$ cat src/rtl/rx_core_param_if.sv
`default_nettype none
// ============================================================================
// Interface : rx_core_param_if
// Brief     : Receive-FIFO read side of rx_core_param (strobes, data, status).
// Revision  : 1.0 - initial release
// ============================================================================
interface rx_core_param_if #(
    parameter int DATA_W  = 8,
    parameter int FIFO_AW = 6
);
    logic                n_Rd_i;
    logic                n_Clr_i;
    logic [DATA_W-1:0]   Data_o;
    logic                p_Empty_o;
    logic                p_Full_o;
    logic                p_Over_o;
    logic [FIFO_AW:0]    FifoLevel_o;

    modport master (
        output n_Rd_i, n_Clr_i,
        input  Data_o, p_Empty_o, p_Full_o, p_Over_o, FifoLevel_o
    );

    modport slave (
        input  n_Rd_i, n_Clr_i,
        output Data_o, p_Empty_o, p_Full_o, p_Over_o, FifoLevel_o
    );
endinterface
`default_nettype wire

$ cat src/rtl/rx_core_param.sv
`default_nettype none
// ============================================================================
// Module   : rx_core_param
// Brief    : Oversampled UART receiver with parity/stop checking, saturating
//            error counters, idle-gap detection and an inline word FIFO.
//            Build option RX_MAJORITY_VOTE_EN: 2-of-3 vote around mid-bit.
// Revision : 1.0 - initial release
// ============================================================================
module rx_core_param #(
    parameter int DATA_W  = 8,
    parameter int OVS     = 16,
    parameter int FIFO_AW = 6
) (
    input  logic                clk,
    input  logic                rst,
    input  logic                p_Enable_i,
    input  logic                AcqSig_i,
    input  logic                Rx_i,
    input  logic                p_ParityEnable_i,
    input  logic                ParityMethod_i,
    input  logic                p_BigEnd_i,
    input  logic                StopBits_i,
    input  logic [7:0]          IdleGapBits_i,
    rx_core_param_if.slave      fifoBus,
    output logic                p_ParityErr_o,
    output logic                p_FrameErr_o,
    output logic [7:0]          ParityErrorNum_o,
    output logic [7:0]          FrameErrorNum_o,
    output logic                p_IdleGap_o
);
    localparam int TC_W    = $clog2(OVS);
    localparam int BC_W    = $clog2(DATA_W);
    localparam int C_DEPTH = 1 << FIFO_AW;
    localparam logic [TC_W-1:0]  c_TC_END  = TC_W'(OVS - 1);
    localparam logic [TC_W-1:0]  c_TC_MID  = TC_W'(OVS / 2 - 1);
    localparam logic [BC_W-1:0]  c_BC_LAST = BC_W'(DATA_W - 1);
    localparam logic [FIFO_AW:0] c_FULL    = (FIFO_AW + 1)'(C_DEPTH);

    typedef enum logic [2:0] {
        S_IDLE   = 3'd0,
        S_START  = 3'd1,
        S_DATA   = 3'd2,
        S_PARITY = 3'd3,
        S_STOP   = 3'd4
    } state_t;

    state_t              r_state, w_nextState;
    logic                r_rxMeta, r_rxs;
    logic [TC_W-1:0]     r_tc;
    logic [BC_W-1:0]     r_bitCnt, w_bitIdx;
    logic                r_stopIdx;
    logic [DATA_W-1:0]   r_shift;
    logic                r_parErr, r_frameErr;
    logic                r_cfgParity, r_cfgOdd, r_cfgBigEnd, r_cfgTwoStop;
    logic                r_done, r_doneFe, r_donePe;
    logic [7:0]          r_parNum, r_frameNum;
    logic                r_gapArmed, r_gapPulse;
    logic [TC_W-1:0]     r_gapTc;
    logic [7:0]          r_gapBits;
    logic [DATA_W-1:0]   r_mem [C_DEPTH];
    logic [FIFO_AW-1:0]  r_wrPtr, r_rdPtr;
    logic [FIFO_AW:0]    r_level;
    logic [DATA_W-1:0]   r_dataOut;
    logic                r_over;
    logic                w_active, w_sample, w_bit, w_bitEnd, w_lastStop;
    logic                w_empty, w_full, w_push, w_rdEn, w_wrEn;

    always_ff @(posedge clk) begin
        if (rst) begin
            r_rxMeta <= 1'b1;
            r_rxs    <= 1'b1;
        end else begin
            r_rxMeta <= Rx_i;
            r_rxs    <= r_rxMeta;
        end
    end

    assign w_active = p_Enable_i & AcqSig_i;
    assign w_bitEnd = (r_tc == c_TC_END);
    assign w_bitIdx = r_cfgBigEnd ? (c_BC_LAST - r_bitCnt) : r_bitCnt;

`ifdef RX_MAJORITY_VOTE_EN
    logic r_vote0, r_vote1;
    assign w_sample = (r_tc == TC_W'(OVS / 2));
    assign w_bit    = (r_vote0 & r_vote1) | (r_vote0 & r_rxs) | (r_vote1 & r_rxs);
    always_ff @(posedge clk) begin
        if (rst) begin
            r_vote0 <= 1'b1;
            r_vote1 <= 1'b1;
        end else if (w_active) begin
            if (r_tc == TC_W'(OVS / 2 - 2)) r_vote0 <= r_rxs;
            if (r_tc == c_TC_MID)           r_vote1 <= r_rxs;
        end
    end
`else
    assign w_sample = (r_tc == c_TC_MID);
    assign w_bit    = r_rxs;
`endif

    // The last stop decision returns to IDLE mid-bit so the next start edge is caught early.
    assign w_lastStop = w_active && (r_state == S_STOP) && w_sample && (!r_cfgTwoStop || r_stopIdx);

    always_ff @(posedge clk) begin
        if (rst) r_state <= S_IDLE;
        else     r_state <= w_nextState;
    end

    always_comb begin
        w_nextState = r_state;
        if (!p_Enable_i) begin
            w_nextState = S_IDLE;
        end else if (AcqSig_i) begin
            case (r_state)
                S_IDLE:   if (!r_rxs) w_nextState = S_START;
                S_START:  if (w_sample && w_bit) w_nextState = S_IDLE;
                          else if (w_bitEnd)     w_nextState = S_DATA;
                S_DATA:   if (w_bitEnd && r_bitCnt == c_BC_LAST)
                              w_nextState = r_cfgParity ? S_PARITY : S_STOP;
                S_PARITY: if (w_bitEnd) w_nextState = S_STOP;
                S_STOP:   if (w_lastStop) w_nextState = S_IDLE;
                default:  w_nextState = S_IDLE;
            endcase
        end
    end

    always_ff @(posedge clk) begin
        if (rst) begin
            r_tc         <= '0;
            r_bitCnt     <= '0;
            r_stopIdx    <= 1'b0;
            r_shift      <= '0;
            r_parErr     <= 1'b0;
            r_frameErr   <= 1'b0;
            r_cfgParity  <= 1'b0;
            r_cfgOdd     <= 1'b0;
            r_cfgBigEnd  <= 1'b0;
            r_cfgTwoStop <= 1'b0;
            r_done       <= 1'b0;
            r_doneFe     <= 1'b0;
            r_donePe     <= 1'b0;
        end else begin
            r_done <= 1'b0;
            if (w_active) begin
                if (r_state == S_IDLE) begin
                    if (!r_rxs) begin
                        r_tc         <= '0;
                        r_bitCnt     <= '0;
                        r_stopIdx    <= 1'b0;
                        r_parErr     <= 1'b0;
                        r_frameErr   <= 1'b0;
                        r_cfgParity  <= p_ParityEnable_i;
                        r_cfgOdd     <= ParityMethod_i;
                        r_cfgBigEnd  <= p_BigEnd_i;
                        r_cfgTwoStop <= StopBits_i;
                    end
                end else begin
                    r_tc <= w_bitEnd ? '0 : r_tc + 1'b1;
                    if (r_state == S_DATA) begin
                        if (w_sample) r_shift[w_bitIdx] <= w_bit;
                        if (w_bitEnd) r_bitCnt <= r_bitCnt + 1'b1;
                    end
                    if (r_state == S_PARITY && w_sample)
                        r_parErr <= ((^r_shift) ^ w_bit) != r_cfgOdd;
                    if (r_state == S_STOP) begin
                        if (w_sample && !w_bit) r_frameErr <= 1'b1;
                        if (w_bitEnd)           r_stopIdx  <= 1'b1;
                    end
                    if (w_lastStop) begin
                        r_done   <= 1'b1;
                        r_doneFe <= r_frameErr | ~w_bit;
                        r_donePe <= r_parErr;
                    end
                end
            end
        end
    end

    always_ff @(posedge clk) begin
        if (rst) begin
            r_parNum   <= '0;
            r_frameNum <= '0;
        end else if (r_done) begin
            if (r_donePe && r_parNum != 8'hFF)   r_parNum   <= r_parNum + 8'd1;
            if (r_doneFe && r_frameNum != 8'hFF) r_frameNum <= r_frameNum + 8'd1;
        end
    end

    // Gap timing is anchored on the final stop decision, not on the bit grid.
    always_ff @(posedge clk) begin
        if (rst) begin
            r_gapArmed <= 1'b0;
            r_gapPulse <= 1'b0;
            r_gapTc    <= '0;
            r_gapBits  <= '0;
        end else begin
            r_gapPulse <= 1'b0;
            if (w_lastStop) begin
                r_gapArmed <= 1'b1;
                r_gapTc    <= '0;
                r_gapBits  <= '0;
            end else if (w_active && r_state == S_IDLE) begin
                if (!r_rxs) begin
                    r_gapTc   <= '0;
                    r_gapBits <= '0;
                end else if (r_gapArmed && IdleGapBits_i != 8'd0) begin
                    r_gapTc <= (r_gapTc == c_TC_END) ? '0 : r_gapTc + 1'b1;
                    if (r_gapTc == c_TC_END) begin
                        r_gapBits <= r_gapBits + 8'd1;
                        if (({1'b0, r_gapBits} + 9'd1) >= {1'b0, IdleGapBits_i}) begin
                            r_gapPulse <= 1'b1;
                            r_gapArmed <= 1'b0;
                        end
                    end
                end
            end
        end
    end

    assign w_empty = (r_level == '0);
    assign w_full  = (r_level == c_FULL);
    assign w_push  = r_done & ~r_doneFe & ~r_donePe;
    assign w_rdEn  = ~fifoBus.n_Rd_i & ~w_empty;
    assign w_wrEn  = w_push & (~w_full | w_rdEn);

    always_ff @(posedge clk) begin
        if (rst) begin
            r_wrPtr   <= '0;
            r_rdPtr   <= '0;
            r_level   <= '0;
            r_over    <= 1'b0;
            r_dataOut <= '0;
        end else if (!fifoBus.n_Clr_i) begin
            r_wrPtr <= '0;
            r_rdPtr <= '0;
            r_level <= '0;
            r_over  <= 1'b0;
        end else begin
            if (w_push && !w_wrEn) r_over <= 1'b1;
            if (w_rdEn) begin
                r_dataOut <= r_mem[r_rdPtr];
                r_rdPtr   <= r_rdPtr + 1'b1;
            end
            if (w_wrEn) r_wrPtr <= r_wrPtr + 1'b1;
            case ({w_wrEn, w_rdEn})
                2'b10:   r_level <= r_level + 1'b1;
                2'b01:   r_level <= r_level - 1'b1;
                default: r_level <= r_level;
            endcase
        end
    end

    always_ff @(posedge clk) begin
        if (w_wrEn && fifoBus.n_Clr_i) r_mem[r_wrPtr] <= r_shift;
    end

    assign fifoBus.Data_o      = r_dataOut;
    assign fifoBus.p_Empty_o   = w_empty;
    assign fifoBus.p_Full_o    = w_full;
    assign fifoBus.p_Over_o    = r_over;
    assign fifoBus.FifoLevel_o = r_level;
    assign p_ParityErr_o       = r_done & r_donePe;
    assign p_FrameErr_o        = r_done & r_doneFe;
    assign ParityErrorNum_o    = r_parNum;
    assign FrameErrorNum_o     = r_frameNum;
    assign p_IdleGap_o         = r_gapPulse;
endmodule
`default_nettype wire

$ cat src/flat_wrapper.sv
// flat-port wrapper written by rule: the top's interface ports become plain ports
module rx_core_param_flat 
#(
    parameter int DATA_W  = 8,
    parameter int OVS     = 16,
    parameter int FIFO_AW = 6
)
  (clk, rst, p_Enable_i, AcqSig_i, Rx_i, p_ParityEnable_i, ParityMethod_i, p_BigEnd_i, StopBits_i, IdleGapBits_i, p_ParityErr_o, p_FrameErr_o, ParityErrorNum_o, FrameErrorNum_o, p_IdleGap_o, fifoBus_n_Rd_i, fifoBus_n_Clr_i, fifoBus_Data_o, fifoBus_p_Empty_o, fifoBus_p_Full_o, fifoBus_p_Over_o, fifoBus_FifoLevel_o);
  rx_core_param_if #(.DATA_W(DATA_W), .FIFO_AW(FIFO_AW)) fifoBus_i ();
  input  logic clk;
  input  logic rst;
  input  logic p_Enable_i;
  input  logic AcqSig_i;
  input  logic Rx_i;
  input  logic p_ParityEnable_i;
  input  logic ParityMethod_i;
  input  logic p_BigEnd_i;
  input  logic StopBits_i;
  input  logic [7:0] IdleGapBits_i;
  output logic p_ParityErr_o;
  output logic p_FrameErr_o;
  output logic [7:0] ParityErrorNum_o;
  output logic [7:0] FrameErrorNum_o;
  output logic p_IdleGap_o;
  input wire logic [$bits(fifoBus_i.n_Rd_i)-1:0] fifoBus_n_Rd_i;
  input wire logic [$bits(fifoBus_i.n_Clr_i)-1:0] fifoBus_n_Clr_i;
  output wire logic [$bits(fifoBus_i.Data_o)-1:0] fifoBus_Data_o;
  output wire logic [$bits(fifoBus_i.p_Empty_o)-1:0] fifoBus_p_Empty_o;
  output wire logic [$bits(fifoBus_i.p_Full_o)-1:0] fifoBus_p_Full_o;
  output wire logic [$bits(fifoBus_i.p_Over_o)-1:0] fifoBus_p_Over_o;
  output wire logic [$bits(fifoBus_i.FifoLevel_o)-1:0] fifoBus_FifoLevel_o;
  assign fifoBus_i.n_Rd_i = fifoBus_n_Rd_i;
  assign fifoBus_i.n_Clr_i = fifoBus_n_Clr_i;
  assign fifoBus_Data_o = fifoBus_i.Data_o;
  assign fifoBus_p_Empty_o = fifoBus_i.p_Empty_o;
  assign fifoBus_p_Full_o = fifoBus_i.p_Full_o;
  assign fifoBus_p_Over_o = fifoBus_i.p_Over_o;
  assign fifoBus_FifoLevel_o = fifoBus_i.FifoLevel_o;
  rx_core_param #(.DATA_W(DATA_W), .OVS(OVS), .FIFO_AW(FIFO_AW)) u_core (.clk(clk), .rst(rst), .p_Enable_i(p_Enable_i), .AcqSig_i(AcqSig_i), .Rx_i(Rx_i), .p_ParityEnable_i(p_ParityEnable_i), .ParityMethod_i(ParityMethod_i), .p_BigEnd_i(p_BigEnd_i), .StopBits_i(StopBits_i), .IdleGapBits_i(IdleGapBits_i), .fifoBus(fifoBus_i), .p_ParityErr_o(p_ParityErr_o), .p_FrameErr_o(p_FrameErr_o), .ParityErrorNum_o(ParityErrorNum_o), .FrameErrorNum_o(FrameErrorNum_o), .p_IdleGap_o(p_IdleGap_o));
endmodule
$ cat config.mk
export PLATFORM = sky130hd
export DESIGN_NAME = rx_core_param_flat
export DESIGN_NICKNAME = d
export VERILOG_FILES = /design/src/rtl/rx_core_param_if.sv /design/src/rtl/rx_core_param.sv /design/src/flat_wrapper.sv
export SDC_FILE = /design/constraint.sdc
export NUM_CORES = 1
export LEC_CHECK = 0
export ABC_AREA = 1
export CAP_MARGIN = 10
export CORE_MARGIN = 2
export CORE_UTILIZATION = 30
export CTS_CLUSTER_SIZE = 30
export DETAILED_ROUTE_END_ITERATION = 16
export GPL_ROUTABILITY_DRIVEN = 1
export GPL_TIMING_DRIVEN = 0
export PLACE_DENSITY = 0.41
export SETUP_SLACK_MARGIN = 0.2
export SYNTH_ARGS = -nofsm -noshare
export SYNTH_HDL_FRONTEND = slang
export SYNTH_SLANG_ARGS = --single-unit
export TNS_END_PERCENT = 5
$ cat constraint.sdc
create_clock -name clk -period 3.8 [get_ports clk]
set_input_delay 0.76 -clock clk [delete_from_list [all_inputs] [get_ports clk]]
set_output_delay 0.76 -clock clk [all_outputs]
set_load 0.005 [all_outputs]
==> results.md, run 1 <==
- The run finished with clean final reports.
- After detailed routing, the average wire length per cell comes to 22.22 µm.
- CTS built an H-tree with a depth of 3.
- The core region is 86750 µm².
- The Yosys step of the flow raised 0 warnings.
- The ratio of routed vias to standard cells is 4.798.
- The violation count after the first detailed-routing iteration is 1552.
- Once detail routing completed, the nets flagged for antenna violations numbered 0.
- Setup repair after global routing left no endpoint under its margin.
- The overall overflow remaining after global route is 0.
- At the worst endpoint, the arrival time is 3620 ps.
- The final number of max-transition violations was 0.
- The power per cell area is 468.2 nW/µm².
- The cell area after placement is 28450 µm².
- The count of final setup violators is 0.
- Of all nets on the critical path, the largest fanout is 8.
- The detailed-route via count is 19080.
- After technology mapping, the gate count stands at 2636.
- Entering global routing, the biggest net connects 67 pins.
- For this design, the slowest cell found on the critical path is nor2_1.
- In this run the cell area of the synthesized design comes to 26300 µm².
- In the finished design, the share of the clock period the worst path needs comes to 0.8939.
- The number of global-route vias before repair was 18450.
- In this run, post-CTS repair resized a total of 0 instances.
- The clock-pin slew on the worst setup and hold paths is 50 ps.
- The post-route clock skew is 29.16 ps.
- The first-pass GRT wire length is 128600 µm.
- The final critical-path required period is 3397 ps.
- The total half-perimeter wirelength after legalization and detailed placement is 61780 µm.
- The finished layout holds 3976 standard cells, fillers aside.
- The clock sink count is 600.
- The post-synthesis register bit count is 600.
- The worst setup path is captured at a flop.
- The startpoint type of the worst setup path is a flop.
- After detailed routing, the number of remaining DRC violations is 0.
- The die covers 90040 µm².
- For the pin with the worst max-slew slack, the measured transition is 1225 ps.
- The worst register-to-register path begins at u_core.fifoBus.FifoLevel_o[2]$_SDFFE_PP0P_.
- Compared with the post-synthesis result, the final layout area differs by 16.41%.
- The library cell occupying the most area in the post-synthesis netlist is edfxtp_1.
- For this run, the top clock speed supported by timing is 294.4 MHz.
- The share of layout cells above drive strength 1 is 0.08685.
- The count of buffers inserted at the top-level ports is 54.
- In this run, CTS created clock tree buffers numbering 70.
- The routability congestion estimate from global placement is 0.9163.
- In this run the register-to-register setup slack is 400 ps.
- The cell row count is 108.
- The startpoint identified for the worst hold timing path is u_core.r_rxMeta$_SDFF_PP1_.
- In this run the worst setup path begins at u_core.fifoBus.FifoLevel_o[2]$_SDFFE_PP0P_.
- By area the synthesized netlist is led by edfxtp_1, nand2_1, dfxtp_1.
- In this run the clock root is driven by a clkbuf_16.
- The synthesized netlist contains 46 unique library cells.
- The number of nets handed over by synthesis was 2679.
- Across every metal layer, demand over resource in global routing totals 0.1968.
- Traced cell by cell, the critical path runs through inv_1 -> nand4_1 -> nor2_1 -> nand2_1 -> nand2_4 -> nor2_4 -> nand4_1 -> nor2_1.
- The end of the worst hold path is u_core.r_rxs$_SDFF_PP1_.
- TritonCTS built the clock tree.
- The instance count along the most critical hold path is 1.
- Measured in cells, the most critical reg-to-reg path has a length of 8.
- The final setup TNS is 0 ps.
- The total leakage power is 11.54 nW.
- The die width is 300.1 µm.
- The kind of cell adding the most delay to the critical path is simple AND/OR/NAND/NOR gates.
- The prevailing post-synth register cell is edfxtp_1.
- After clock tree synthesis, the flow added hold-fix buffers numbering 0.
- The worst register-to-register path ends at u_core.r_mem[50][5]$_DFFE_PP_.
- The final design instance area without fill is 30610 µm².
- The number of antenna violations at the first check in global routing was 1.
- The worst-case clock buffer depth is 3.
- The worst max-slew margin expressed relative to the limit is 0.1806.
- The worst min-delay path category is reg2reg.
- Summed over all layers, the routed wires come to 88340 µm.
- The final layout net count is 2814.
- The filler cells instantiated in the layout total 8751.
- The sequential share of the synthesized area is 0.6517.
- A synthesized cell averages 9.975 µm².
- The number of top-level design ports is 56.
- The final hold violation count came to 0.
- The total placed cells including tap cells is 3852.
- The starting density of the core is 0.3031.
- The antenna diode count is 0.
- In this run, synthesis inferred 512 flip-flops with an integrated enable.
- Once layout is complete, the utilization of the core stands at 0.3528.
- The share of flip-flops with an asynchronous set or reset after synthesis is 0.
- The setup path with the least slack is of type reg2reg.
- In this run the vertical extent of the chip is 300.1 µm.
- The first-pass iteration count of the detailed router is 6.
- The number of buffers and inverters on the critical path is 1.
- The peak supply drop is 0.0003290 V.
- STA puts the critical path data required time at 4020 ps.
- Of the post-synthesis cell area, the dominant cell type holds 0.5847.
- The clock network latency to the later pin of the worst-skew pair is 620 ps.
- Across the run, the number of max-cap violations was 0.
- The longest individual stage delay on the worst path is 1110 ps.
- Buffers added to address setup during post-CTS repair amount to 0.
==> registers in the layout, indices dropped and copies added, names as in the netlist, 7 cells and up <==
register	count
u_core.ParityErrorNum_o	8
u_core.FrameErrorNum_o	8
u_core.r_mem	512
u_core.r_shift	8
u_core.fifoBus.Data_o	8
u_core.fifoBus.FifoLevel_o	7
u_core.r_gapBits	8
==> cell type report <==
class	count	area [µm²]	share of cell area
Sequential cell	600	17160	0.5607
Timing Repair Buffer	63	689.4	0.02252
Tap cell	1155	1445	0.04721
Buffer	117	673.1	0.02199
Clock inverter	34	257.7	0.008421
Clock buffer	88	1882	0.06148
Inverter	247	929.6	0.03037
Multi-Input combinational cell	1672	7569	0.2473
==> how the worst max path moves through the flow <==
stage	endpoint	slack, ps	cells past startpoint
6_report	u_core.r_mem[50][5]$_DFFE_PP_	400	8
3_3_place_gp	u_core.r_parErr$_SDFFE_PP0P_	-180	7
3_5_place_dp	u_core.r_mem[50][5]$_DFFE_PP_	-160	6
2_1_floorplan	u_core.r_mem[29][0]$_DFFE_PP_	1320	5
4_1_cts	u_core.r_mem[50][5]$_DFFE_PP_	370	8
5_1_grt	u_core.r_mem[50][5]$_DFFE_PP_	280	8
==> Yosys cell counts (17+ instances only) <==
library cell,count
a21oi_1,88
buf_2,58
buf_4,17
clkbuf_1,23
dfxtp_1,88
edfxtp_1,512
ha_1,23
inv_1,230
nand2_1,759
nand3_1,309
nor2_1,284
nor3_1,22
o21ai_0,69
==> worst register-to-register path: cells and delay by family (launching register included) <==
family,cells,cell delay (ps)
flops,1,370
simple gates,7,2570
buf+inv,1,70
==> metal layers <==
layer | vias up | track usage | share of wire
met5 | - | 0 | 0.00015
met4 | 2 | 0.06393 | 0.032
met3 | 123 | 0.02529 | 0.053
met2 | 582 | 0.3168 | 0.46
met1 | 9300 | 0.2749 | 0.45
li1 | 9071 | - | -
==> layout by cell type, fill, tap and decap left out, types with 9 or more instances in the layout <==
cell	n
inv_1	230
o21ai_0	69
dfxtp_1	80
o21a_1	9
clkdlybuf4s50_1	54
edfxtp_1	512
xor2_1	10
nand2_1	759
a21oi_1	88
nand3_1	309
buf_6	14
clkinv_1	15
clkbuf_1	37
nor2_1	284
inv_2	14
ha_1	23
nor3_1	22
clkbuf_16	72
o21ai_1	15
clkinv_2	12
buf_2	58
xnor2_1	13
buf_4	19
nand4_1	15
==> report_power, final <==
group	switching, mW	internal, mW	leakage (nW)	total, mW
Combinational	0.571	0.251	6.25	0.822
Sequential	0.0222	7.05	4.24	7.08
Clock	2.72	3.71	1.05	6.43
==> kinds of logic (layout without fill, tap and decap cells) <==
logic type | Yosys count | after routing | synth area share
adders and majority gates | 24 | 24 | 0.01171
AOI/OAI and AO/OA | 197 | 197 | 0.04021
DFF | 600 | 600 | 0.6517
buffers and inverters | 364 | 549 | 0.06095
and+or+nand+nor | 1428 | 1428 | 0.2278
xor gates and xnor gates | 23 | 23 | 0.007661
==> metrics by stage <==
stage                     hold slack (ps)  setup WS, ps  power, mW
after floorplan                     389.5          1322      7.698
after global placement              399.3        -181.7      8.037
after detailed placement            402.9        -162.8      8.035
after CTS                           418.8         373.3      14.49
after global routing                424.8         278.8      14.79
final                               415.1         403.1      14.33
No activity file was read; power rests on OpenSTA's default activity.
==> inputs of run 2 (changes only) <==
--- a/config.mk
+++ b/config.mk
@@ -7,8 +7,9 @@
 export LEC_CHECK = 0
 export ABC_AREA = 1
 export CAP_MARGIN = 10
-export CORE_MARGIN = 2
+export CORE_MARGIN = 3
 export CORE_UTILIZATION = 30
+export CTS_CLUSTER_DIAMETER = 40
 export CTS_CLUSTER_SIZE = 30
 export DETAILED_ROUTE_END_ITERATION = 16
 export GPL_ROUTABILITY_DRIVEN = 1
==> results.md, run 2 (synthesis results as in run 1) <==
- The flow ran to the end, and the final reports show no timing, DRC or antenna violations.
- In this run the worst path has a maximum fanout of 8.
- The pin slew with the least headroom to its limit is 1356 ps.
- The die is 302.1 µm wide.
- The final setup TNS is 0 ps.
- In this run the deepest clock path goes through 3 buffers.
- The number of top-level design ports is 56.
- The total leakage power is 12.40 nW.
- The most frequent standard cell in the layout excluding fill and tap cells is nand2_1.
- TritonCTS built the clock tree.
- The peak supply drop is 0.0003261 V.
- The highest attainable clock frequency is 285.0 MHz.
- Data on the critical path arrives at its endpoint at 3780 ps.
- The critical setup path kind is reg2reg.
- In the routed design, unresolved DRC markers number 0.
- The clock period could shrink to 3509 ps.
- The final hold violation count is 0.
- The total buffers and inverters traversed by the critical path is 1.
- In the layout the commonest cells are nand2_1, edfxtp_1, nand3_1.
- The ratio of routed vias to standard cells is 4.753.
- During placement, the flow inserted port buffers numbering 54.
- In this design, the stage delay of the slowest critical-path cell is 1110 ps.
- The core region is 86080 µm².
- The starting density of the core is 0.3055.
- The finished cells cover 32390 µm².
- In the final layout, the share of cells above drive strength 1 is 0.1149.
- For this design, the slowest cell found on the critical path is nor2_1.
- The first-pass iteration count of the detailed router is 5.
- The die outline height is 302.1 µm.
- The number of clock buffers added by TritonCTS is 116.
- For this design the ratio of total power to cell area is 562.1 nW/µm².
- The register name with the most flops is u_core.r_mem.
- The filler cell count in the final layout is 8574.
- After the first detailed-routing iteration, the DRC count stood at 1715.
- The capture instance of the worst register-to-register path is u_core.r_mem[34][6]$_DFFE_PP_.
- The kind of cell adding the most delay to the critical path is simple AND/OR/NAND/NOR gates.
- The number of maximum-capacitance violations is 0.
- In this run the most critical hold path is launched from u_core.r_rxMeta$_SDFF_PP1_.
- The number of antenna violations at the first check in global routing is 2.
- The clock network latency to the later pin of the worst-skew pair is 660 ps.
- In this run the remaining antenna-violating nets after routing total 0.
- Counting every sink on the clock net gives 600.
- After clock tree synthesis, the clock-pin slew on the worst setup and hold paths is 50 ps.
- The startpoint of the lowest-slack register-to-register path is u_core.fifoBus.FifoLevel_o[1]$_SDFFE_PP0P_.
- The buffer cell driving the clock tree root is clkbuf_16.
- The worst max-slew margin expressed relative to the limit is 0.09275.
- The type of destination of the critical path is a flop.
- In the global route stage, overall resource usage came out at 0.1957.
- Summed over all nets, the half-perimeter wirelength after detailed placement is 61920 µm.
- The detailed-route via count is 19300.
- At the end of routability-driven placement, the weighted congestion stood at 0.8571.
- OpenSTA, run right after detailed placement, puts the worst setup slack at -322.4 ps.
- In this run the post-CTS setup repair buffer count came out at 0.
- The critical path runs through a total of 8 cells.
- Entering global routing, the biggest net connects 67 pins.
- The post-route clock period utilization is 0.9234.
- The min-delay analysis places its worst path in the category reg2reg.
- The number of buffers inserted for hold repair after clock tree synthesis is 0.
- Counting cells, the worst reg-to-reg path comes to 8.
- Setup violations remaining at the end of the flow were counted as 0.
- Gates resized during post-CTS repair numbered 1.
- Dividing the detail-routed wire length by the instance count gives 22.02 µm.
- The cell row count is 107.
- Summing all multi-input logic gate instances after layout gives 7571 µm².
- Compared with the post-synthesis result, the final layout area differs by 23.20%.
- After detailed routing, the total wire length is 89410 µm.
- The final number of max-transition violations came to 0.
- The total power is 18.21 mW.
- Setup repair after global routing could not meet its margin everywhere.
- The critical path required time is 4070 ps.
- The signal on the critical path passes through inv_2 -> nand4_1 -> nor2_1 -> nand2_1 -> nand2_4 -> nor2_4 -> nand4_1 -> nor2_1.
- The cell area after placement is 28440 µm².
- For flop-to-flop paths, the worst setup slack is 290 ps.
- Clock skew on the completed layout was measured at 29.89 ps.
- The first-pass GRT wire length is 129600 µm.
- The number of global-route vias before repair is 18990.
- The worst setup path is launched from a flop.
- The end of the worst hold path is u_core.r_rxs$_SDFF_PP1_.
- The overall overflow remaining after global route is 0.
- The die covers 91240 µm².
- The H-tree depth reported by CTS is 3.
- The register with the most flip-flops in the layout has 512 of them.
- Counting instances, the worst hold path has a depth of 1.
- Once routing completed, OpenROAD measured the worst setup slack at 291.2 ps.
- The area used by sequential logic in the layout is 17160 µm².
- The final layout contains 2860 nets.
-- run 2: cell count changes in the layout (fill, tap and decap cells not counted), moves of 2 or more --
cell / before / now
buf_12: 3 / 6
buf_16: 2 / 0
bufinv_16: 3 / 18
clkbuf_1: 37 / 40
clkbuf_16: 72 / 118
clkinv_1: 15 / 17
clkinv_2: 12 / 26
clkinv_4: 1 / 6
clkinvlp_4: 1 / 9
-- run 2: final cells by class --
cell class	instances	area share
multi-input cells	1672	0.2337
clock inverters	79	0.02765
repair buffers	63	0.02109
inverters	247	0.02870
flip-flops and latches	600	0.5298
well taps	1144	0.04419
plain buffers	117	0.02078
clock buffers	137	0.09397
diodes	1	0.00007725
-- run 2: worst max path at each step --
stage | startpoint | end | slack, ps
floorplan | fifoBus_n_Clr_i | u_core.r_mem[29][0]$_DFFE_PP_ | 1320
global placement | fifoBus_n_Rd_i | u_core.r_mem[51][3]$_DFFE_PP_ | -290
detailed placement | fifoBus_n_Rd_i | u_core.r_mem[50][3]$_DFFE_PP_ | -320
CTS | u_core.fifoBus.FifoLevel_o[3]$_SDFFE_PP0P_ | u_core.r_mem[51][7]$_DFFE_PP_ | 210
global route | u_core.fifoBus.FifoLevel_o[3]$_SDFFE_PP0P_ | u_core.r_mem[2][0]$_DFFE_PP_ | 90
finish | u_core.fifoBus.FifoLevel_o[1]$_SDFFE_PP0P_ | u_core.r_mem[34][6]$_DFFE_PP_ | 290
-- run 2: per-stage QoR --
step / util / hold slack, ps / cells
2_1_floorplan: - / 389.5 / 2636
3_3_place_gp: 0.3284 / 395.2 / 3834
6_report: 0.3763 / 417.5 / 4060
4_1_cts: 0.3762 / 423.0 / 4058
5_1_grt: 0.3763 / 433.4 / 4059
3_5_place_dp: 0.3304 / 407.9 / 3842
-- run 2: where the power goes --
group	leakage, nW	internal, mW	switching, mW
sequential	4.24	7.07	0.0221
combinational	6.24	0.250	0.574
clock	1.92	6.88	3.41
total	12.4	14.2	4.01
-- run 2: routing by layer --
metal,track usage,share of wire
met2,0.3201,0.47
met4,0.06449,0.032
met5,0,0
met3,0.03057,0.054
met1,0.2659,0.45
==> inputs of run 3 (changes only) <==
--- a/config.mk
+++ b/config.mk
@@ -9,6 +9,7 @@
 export CAP_MARGIN = 10
 export CORE_MARGIN = 3
 export CORE_UTILIZATION = 30
+export CTS_BUF_LIST = sky130_fd_sc_hd__clkbuf_4 sky130_fd_sc_hd__clkbuf_8 sky130_fd_sc_hd__clkbuf_16
 export CTS_CLUSTER_DIAMETER = 40
 export CTS_CLUSTER_SIZE = 30
 export DETAILED_ROUTE_END_ITERATION = 16
==> results.md, run 3 (synthesis results as in run 1) <==
- The flow ran to the end, and the final reports show no timing, DRC or antenna violations.
- The initial utilization of the core area, before any placement, comes to 0.3055.
- Data on the critical path is required at its endpoint by 4070 ps.
- The share of total power dissipated in combinational logic is 0.045.
- The worst setup path is launched from a flop.
- From bottom edge to top edge, the die measures 302.1 µm.
- Registers take 17160 µm².
- The number of global-route vias before repair came to 19000.
- Clock-pin slew was measured on the worst setup and hold paths at 50 ps.
- The register share of total power is 0.387.
- The routability congestion estimate from global placement is 0.8571.
- The highest attainable clock frequency is 279.8 MHz.
- Across the run, the number of max-cap violations was 0.
- The ratio of routed vias to standard cells is 4.746.
- The final number of max-transition violations is 0.
- The register name with the most flops is u_core.r_mem.
- For the final routed database, the setup TNS stands at 0 ps.
- The count of nets left with antenna violations once routing finished came out at 0.
- Entering global routing, the biggest net connects 67 pins.
- The first-pass GRT wire length is 129500 µm.
- Summing all non-filler instances in the final layout gives an area of 32460 µm².
- The routed design has 89360 µm of wire.
- The die covers 91240 µm².
- The switching portion of total power is 0.2186.
- The total half-perimeter wirelength after legalization and detailed placement is 61920 µm.
- The first routing iteration left 1749 violations.
- The worst setup path is captured at a flop.
- VDD sags by at most 0.0003273 V.
- For the finished layout, the period the worst path requires is 3574 ps.
- STA puts the critical path data arrival time at 3840 ps.
- Summed over all cells, the static leakage comes to 12.46 nW.
- The clock arrives with 27.08 ps of skew.
- Relative to the synthesized area, the layout overhead comes to 23.43%.
- The switching power total is 4.008 mW.
- Cell internal power was estimated by the tool at 14.33 mW.
- The filler cell count in the final layout is 8567.
- The count of buffers inserted at the top-level ports is 54.
- The worst setup path is of the reg2reg kind.
- In the layout the commonest cells are nand2_1, edfxtp_1, nand3_1.
- The maximum fanout along the worst path is 8.
- The detailed router placed 19260 vias in this run.
- The number of antenna diodes in the final layout is 0.
- Of the available clock period, the critical path in the final layout requires 0.9405.
- Setup repair after global routing could not meet its margin everywhere.
- The number of remaining DRC errors is 0.
- 56 I/O pins were placed.
- The cell area after placement is 28440 µm².
- The share of total power dissipated in the clock network is 0.568.
- The final hold violation count came to 0.
- Global routing finished with a remaining overflow of 0.
- The share of layout cells above drive strength 1 is 0.1208.
- The pin slew with the least headroom to its limit is 1317 ps.
- The most frequent standard cell in the layout excluding fill and tap cells is nand2_1.
- The region available for standard cell placement spans 86080 µm².
- The total placed cells including tap cells is 3842.
- Power spread over the standard cell area amounts to 564.9 nW/µm².
- The global-route total usage across every layer is 0.1957.
- The first-pass iteration count of the detailed router is 6.
- The number of flip-flops under the largest register name is 512.
- The root buffer cell chosen for the clock tree is clkbuf_16.
- Row generation in the floorplan step produced 107 rows.
- The number of buffers added by the clock tree synthesis step is 116.
- In the final layout, the multi-input gates occupy 7571 µm².
- The clock sink count is 600.
- The die width is 302.1 µm.
- Measured on the finished design, the core utilization comes to 0.3770.
- The average wire per standard cell is 22.01 µm.
- The later pin in the worst-skew pair is clocked with a latency of 660 ps.
- The clock tree from TritonCTS is yes.
- In this run the tightest slew margin relative to its limit is 0.1187.
- CTS built an H-tree with a depth of 3.
- Setup violations remaining at the end of the flow were counted as 0.
- In the final design database the tool counted 2860 nets.
- In this run the worst hold path is classified as reg2reg.
- Counting along the longest clock path gives a buffer depth of 3.
- The total power is 18.33 mW.
- The final cell count without fillers is 4059.
- The number of antenna violations at the first check in global routing is 2.
## run 3: power by group through the flow
stage          registers, mW  logic (mW)  clock network, mW
6_report                7.09       0.824               10.4
5_1_grt                 7.09       0.908               10.9
4_1_cts                 7.09       0.832               10.6
3_5_place_dp            7.21       0.829                  0
3_3_place_gp            7.22       0.824                  0
2_1_floorplan           7.21       0.488                  0
## run 3: final cells by class
cell class | count | share of cell area
Multi-Input combinational cell | 1672 | 0.2333
Timing Repair Buffer | 63 | 0.02105
Clock inverter | 79 | 0.02760
Sequential cell | 600 | 0.5288
Inverter | 247 | 0.02864
Tap cell | 1144 | 0.04410
Buffer | 117 | 0.02074
Clock buffer | 137 | 0.09576
## run 3: worst max-delay path: stages (launching register included)
cell and delay [ps]:
dfxtp_1 400, inv_2 70, nand4_1 160, nor2_1 100
nand2_1 130, nand2_4 120, nor2_4 160, nand4_1 930
nor2_1 1130
## run 3: final timing paths
check        slack [ps]  cells past startpoint                                        from                             to
max reg2reg         230                      8  u_core.fifoBus.FifoLevel_o[1]$_SDFFE_PP0P_  u_core.r_mem[34][6]$_DFFE_PP_
min                 420                      1                  u_core.r_rxMeta$_SDFF_PP1_        u_core.r_rxs$_SDFF_PP1_
max                 230                      8  u_core.fifoBus.FifoLevel_o[1]$_SDFFE_PP0P_  u_core.r_mem[34][6]$_DFFE_PP_
min reg2reg         420                      1                  u_core.r_rxMeta$_SDFF_PP1_        u_core.r_rxs$_SDFF_PP1_
## run 3: per-stage QoR
| step | hold slack (ps) | setup slack, ps |
|---|---|---|
| 2_1_floorplan | 389.5 | 1322 |
| 3_3_place_gp | 395.2 | -293.7 |
| 3_5_place_dp | 407.9 | -322.4 |
| 4_1_cts | 423.0 | 214.6 |
| 5_1_grt | 433.4 | 87.68 |
| 6_report | 417.5 | 226.0 |
## run 3: what timing repair did
item,4_1_cts,5_1_grt
resized for setup,1,0
buffers inserted,0,0
hold buffers,0,0
endpoints found under the setup margin,3,59
pin swaps,0,0
## run 3: layer usage
layer  wire, µm  GRT usage
met2      41570     0.3184
met5          0          0
met4       2985    0.06611
met1      40080     0.2672
met3       4724    0.02957
